==> src/rtl/handshake_fifo_pkg.sv <==
// handshake_fifo_pkg: shared FIFO defaults (DEF_DATA_W data width, DEF_DEPTH entry count, power of two >= 2)
package handshake_fifo_pkg;
  localparam int DEF_DATA_W = 32;
  localparam int DEF_DEPTH = 4;
endpackage

==> src/rtl/handshake_fifo_if.sv <==
// handshake_fifo_if: valid/ready bus; upstream data_up/valid_up/ready_up, downstream data_down/valid_down/ready_down, fill level count; master=environment, slave=FIFO
interface handshake_fifo_if import handshake_fifo_pkg::*; #(
  parameter int DATA_W = DEF_DATA_W,
  parameter int DEPTH = DEF_DEPTH
) ();
  logic [DATA_W-1:0] data_up;
  logic valid_up;
  logic ready_up;
  logic [DATA_W-1:0] data_down;
  logic valid_down;
  logic ready_down;
  logic [$clog2(DEPTH):0] count;
  modport master (output data_up, valid_up, ready_down, input ready_up, data_down, valid_down, count);
  modport slave (input data_up, valid_up, ready_down, output ready_up, data_down, valid_down, count);
endinterface

==> src/rtl/handshake_fifo_ram.sv <==
// handshake_fifo_ram: DEPTH x DATA_W storage; clk, we/waddr/wdata sync write, raddr/rdata async read
module handshake_fifo_ram import handshake_fifo_pkg::*; #(
  parameter int DATA_W = DEF_DATA_W,
  parameter int DEPTH = DEF_DEPTH
) (
  input logic clk,
  input logic we,
  input logic [$clog2(DEPTH)-1:0] waddr,
  input logic [DATA_W-1:0] wdata,
  input logic [$clog2(DEPTH)-1:0] raddr,
  output logic [DATA_W-1:0] rdata
);
  logic [DATA_W-1:0] mem [DEPTH];
  always_ff @(posedge clk)
    if (we) mem[waddr] <= wdata;
  assign rdata = mem[raddr];
endmodule

==> src/rtl/handshake_fifo.sv <==
// handshake_fifo: first-word-fall-through valid/ready FIFO; clk, rst_n (sync active-low), bus (slave side of handshake_fifo_if)
module handshake_fifo import handshake_fifo_pkg::*; #(
  parameter int DATA_W = DEF_DATA_W,
  parameter int DEPTH = DEF_DEPTH
) (
  input logic clk,
  input logic rst_n,
  handshake_fifo_if.slave bus
);
  localparam int AW = $clog2(DEPTH);
  localparam logic [AW:0] FULL = (AW+1)'(DEPTH);
  logic [AW-1:0] wr_ptr, rd_ptr;
  logic [AW:0] cnt;
  logic [DATA_W-1:0] rdata;
  logic push, pop;
  assign bus.ready_up = cnt != FULL;
  assign bus.valid_down = cnt != '0;
  assign bus.count = cnt;
  assign bus.data_down = rdata;
  assign push = bus.valid_up && bus.ready_up;
  assign pop = bus.valid_down && bus.ready_down;
  always_ff @(posedge clk) begin
    if (!rst_n) begin
      wr_ptr <= '0;
      rd_ptr <= '0;
      cnt <= '0;
    end else begin
      if (push) wr_ptr <= wr_ptr + 1'b1;
      if (pop) rd_ptr <= rd_ptr + 1'b1;
      cnt <= (push && !pop) ? cnt + 1'b1 : (pop && !push) ? cnt - 1'b1 : cnt;
    end
  end
  handshake_fifo_ram #(.DATA_W(DATA_W), .DEPTH(DEPTH)) u_ram (
    .clk(clk),
    .we(push && rst_n),
    .waddr(wr_ptr),
    .wdata(bus.data_up),
    .raddr(rd_ptr),
    .rdata(rdata)
  );
endmodule

==> src/flat_wrapper.sv <==
// flat-port wrapper written by rule: the top's interface ports become plain ports
module handshake_fifo_flat import handshake_fifo_pkg::*;
#(
  parameter int DATA_W = DEF_DATA_W,
  parameter int DEPTH = DEF_DEPTH
)
  (clk, rst_n, bus_data_up, bus_valid_up, bus_ready_down, bus_ready_up, bus_data_down, bus_valid_down, bus_count);
  handshake_fifo_if #(.DATA_W(DATA_W), .DEPTH(DEPTH)) bus_i ();
  input logic clk;
  input logic rst_n;
  input wire logic [$bits(bus_i.data_up)-1:0] bus_data_up;
  input wire logic [$bits(bus_i.valid_up)-1:0] bus_valid_up;
  input wire logic [$bits(bus_i.ready_down)-1:0] bus_ready_down;
  output wire logic [$bits(bus_i.ready_up)-1:0] bus_ready_up;
  output wire logic [$bits(bus_i.data_down)-1:0] bus_data_down;
  output wire logic [$bits(bus_i.valid_down)-1:0] bus_valid_down;
  output wire logic [$bits(bus_i.count)-1:0] bus_count;
  assign bus_i.data_up = bus_data_up;
  assign bus_i.valid_up = bus_valid_up;
  assign bus_i.ready_down = bus_ready_down;
  assign bus_ready_up = bus_i.ready_up;
  assign bus_data_down = bus_i.data_down;
  assign bus_valid_down = bus_i.valid_down;
  assign bus_count = bus_i.count;
  handshake_fifo #(.DATA_W(DATA_W), .DEPTH(DEPTH)) u_core (.clk(clk), .rst_n(rst_n), .bus(bus_i));
endmodule
==> config.mk <==
export PLATFORM = sky130hd
export DESIGN_NAME = handshake_fifo_flat
export DESIGN_NICKNAME = d
export VERILOG_FILES = /design/src/rtl/handshake_fifo_pkg.sv /design/src/rtl/handshake_fifo_if.sv /design/src/rtl/handshake_fifo_ram.sv /design/src/rtl/handshake_fifo.sv /design/src/flat_wrapper.sv
export SDC_FILE = /design/constraint.sdc
export NUM_CORES = 1
export LEC_CHECK = 0
export ABC_AREA = 1
export BUFFER_PORTS_ARGS = -buffer_cell sky130_fd_sc_hd__buf_2
export CAP_MARGIN = 20
export CORE_MARGIN = 1
export CORE_UTILIZATION = 51
export DETAILED_ROUTE_END_ITERATION = 16
export GPL_ROUTABILITY_DRIVEN = 0
export PLACE_DENSITY = 0.75
export SETUP_SLACK_MARGIN = 0.02
export SLEW_MARGIN = 25
export SYNTH_ARGS = -nofsm -noshare
export SYNTH_HDL_FRONTEND = slang
export SYNTH_SLANG_ARGS = --single-unit
==> constraint.sdc <==
create_clock -name clk -period 2.5 [get_ports clk]
set_input_delay 0.5 -clock clk [delete_from_list [all_inputs] [get_ports clk]]
set_output_delay 0.5 -clock clk [all_outputs]
set_load 0.005 [all_outputs]
==> impl_metrics.yaml <==
outcome:
  run_status: "finished, final reports clean"
logic_synthesis:
  syn_nets: 419
  yosys_warnings: 0
  yosysSeqAreaShare_pct: 76.21
  netlist_area_mm2: 0.005280
  ys_ff_latch: 137
  synth_cell_types: 23
  syn_inst: 377
  synth.avg_cell_area_um2: 14.01
power:
  p_int_w: 0.004603
  vdd_ir_drop_max_mv: 0.5957
  p_comb_share_pct: 20.1
  p_sw_share_pct: 28.09
  seq_power_share_pct: 43.8
  p_leak_nw: 2.271
  power_frac_clock_pct: 36.0
  power.density_mw_per_mm2: 1007
  p_switching_w: 0.001798
worst_hold_path:
  hold_depth: 1
  hp-class: "in -> reg"
  hold_path_end: "u_core.u_ram.mem[2][27]$_DFFE_PP_"
  hold_path_startpoint: "bus_data_up[27]"
cells_and_area:
  layout.cells.most_common: "edfxtp_1"
  multi_input_area_mm2: 0.001065
  final_nets: 499
  antennaDiodeCount: 0
  ff_latch_area_mm2: 0.004028
  layoutNonFillerInstCount: 602
  final_cell_mix: "128 x edfxtp_1, 73 x nor2_1, 72 x buf_2"
  drive_gt1_share_pct: 25.59
  area_growth_pct: 20.43
  fillers: 737
clocking:
  ctsRootBufferMaster: "clkbuf_8"
  clock_sinks: 137
  cts_buffers: 17
  clk_pin_slew_ps: 60
  clkLatencyLatePin_ps: 510
  clock_path_buffers: 2
  cts_tree: "built"
  h-tree-depth: 4
  cts_hold_buffers: 0
timing:
  rsz0062_at_grt: "false"
  slew_violations: 0
  fmax_mhz: 436.1
  finClkSkew_ps: 12.63
  worst_pin_slew_ps: 492.5
  hold_viol: 0
  setup_viol: 0
  whs_ps: 197.9
  relSlewSlack_pct: 67.13
  fin_setup_tns_ps: 0
  min_period_over_period_pct: 91.72
  timing.final.crit_period_ps: 2293
setup_path:
  worstSetupStartpointType: "register"
  critPathBufInv: 2
  crit_family: "buffers and inverters"
  cp-end-kind: "primary output"
  rrSetupSlack_ps: 640
  path_cells: "clkinv_2 > o21ai_0 > o22ai_1 > buf_2"
  crit_fanout: 32
  worstPathArrival_ps: 1790
  cp_slowest_cell: "clkinv_2"
  crit_required_ps: 2000
  critical-path-max-stage-delay_ps: 410
  rr_worst_depth: 11
  r2r-end: "u_core.bus.count[2]$_SDFFE_PN0P_"
  path_class: "reg -> out"
  r2r_start: "u_core.bus.count[0]$_SDFFE_PN0P_"
detailed_routing:
  final_antenna_net_count: 0
  num_vias: 3238
  wl_per_cell_um: 16.82
  viasPerCell: 5.379
  routed_wl_um: 10130
  dr.pass1.iters: 4
  drc: 0
  drtIter0Drc: 194
floorplanning:
  core_mm2: 0.009910
  design.die.area_mm2: 0.01076
  fp.dieH_um: 103.8
  io_pins: 73
  start_util_pct: 53.28
  die_x_um: 103.8
  rows: 36
grt:
  overflow: 0
  grt_pass1_vias: 3208
  gr-usage-all-layers_pct: 19.79
  grt_first_pass_wirelength_um: 16010
  grt_max_degree: 65
  grt_antenna_before_repair: 0
place:
  hpwl_um: 5671
  portBuffers: 72
  dpl.cell_count: 571
flow_run:
  maxCapViolCount: 0
==> power by group through the flow <==
stage	registers, W	logic (W)	clock network (W)
after global routing	0.00282	0.00144	0.00244
final	0.00280	0.00129	0.00231
after global placement	0.00284	0.00125	0
after floorplan	0.00280	0.000872	0
after detailed placement	0.00285	0.00129	0
after CTS	0.00281	0.00130	0.00234
==> per-stage QoR <==
step	util [%]	setup slack, ps	total power, W	area [um2]
finish	64.17	207.1	0.006401	6359
global route	64.17	79.62	0.006702	6359
CTS	64.15	114.2	0.006447	6357
detailed placement	58.56	541.5	0.004143	5803
global placement	58.56	624.9	0.004085	5803
floorplan	-	-87.85	0.003677	5280
==> per-layer routing <==
layer	vias up	routed length (um)	global-route usage [%]
li1	1555	-	-
met5	-	0	0
met4	0	74	8.367
met1	1567	4273	24.21
met2	108	5214	33.32
met3	8	564	5.286
==> registers in the layout, indices dropped and copies added, names as in the netlist, named ones only <==
| register | count |
|---|---|
| u_core.wr_ptr | 2 |
| u_core.bus.count | 3 |
| u_core.rd_ptr | 2 |
| u_core.u_ram.mem | 128 |
==> worst max-delay path by stage <==
stage / startpoint / endpoint / slack (ps) / depth (start not counted)
2_1_floorplan: u_core.bus.count[0]$_SDFFE_PN0P_ / u_core.u_ram.mem[1][0]$_DFFE_PP_ / -90 / 4
3_3_place_gp: bus_valid_up / u_core.bus.count[2]$_SDFFE_PN0P_ / 620 / 11
3_5_place_dp: bus_valid_up / u_core.bus.count[2]$_SDFFE_PN0P_ / 540 / 11
4_1_cts: register / bus_data_down[31] / 110 / 4
5_1_grt: register / bus_data_down[31] / 80 / 4
6_report: register / bus_data_down[31] / 210 / 4
==> synthesized netlist by cell type <==
master    number  area [um2]
inv_1         13       48.80
buf_2          6       30.03
nor2_4         1       11.26
inv_2          1       3.750
o21ai_0       37       185.2
inv_8          1       11.26
a21boi_2       1       11.26
nor2_1        77       289.0
nand3b_1       1       7.510
xor2_1         1       8.760
nand2_2        3       18.77
fa_1           1       20.02
nand2_1       12       45.04
buf_6          9       101.4
clkbuf_1       1       3.750
ha_1           5       62.56
o22ai_1       32       200.2
dfxtp_1        9       180.2
o21ai_1       28       140.1
a21oi_1        3       15.01
nand3_1        4       20.02
buf_4          3       22.52
edfxtp_1     128        3844
==> cell type report <==
cell class              instances  area share, %
inverters                      15          1.023
multi-input cells             206          16.75
well taps                     133          2.617
clock buffers                  20          6.690
flip-flops and latches        137          63.34
clock inverters                11          1.987
repair buffers                 80          7.595
==> repair_timing <==
action                                  in CTS  in global routing
endpoints found under the hold margin        0                  0
pin swaps                                    0                  0
endpoints found under the setup margin       1                  1
gates resized for setup                      1                  1
buffers inserted                             0                  0
==> logic make-up (layout without fill, tap and decap cells) <==
family,after synthesis,after routing,synth area share [%]
AO/OA/AOI/OAI,101,101,10.45
XOR/XNOR,1,1,0.1659
adder cells (fa/ha/maj),6,6,1.564
buffers and inverters,34,126,4.194
flip-flops,137,137,76.21
AND/OR/NAND/NOR,98,98,7.417
Power figures use the tool's default switching activity.
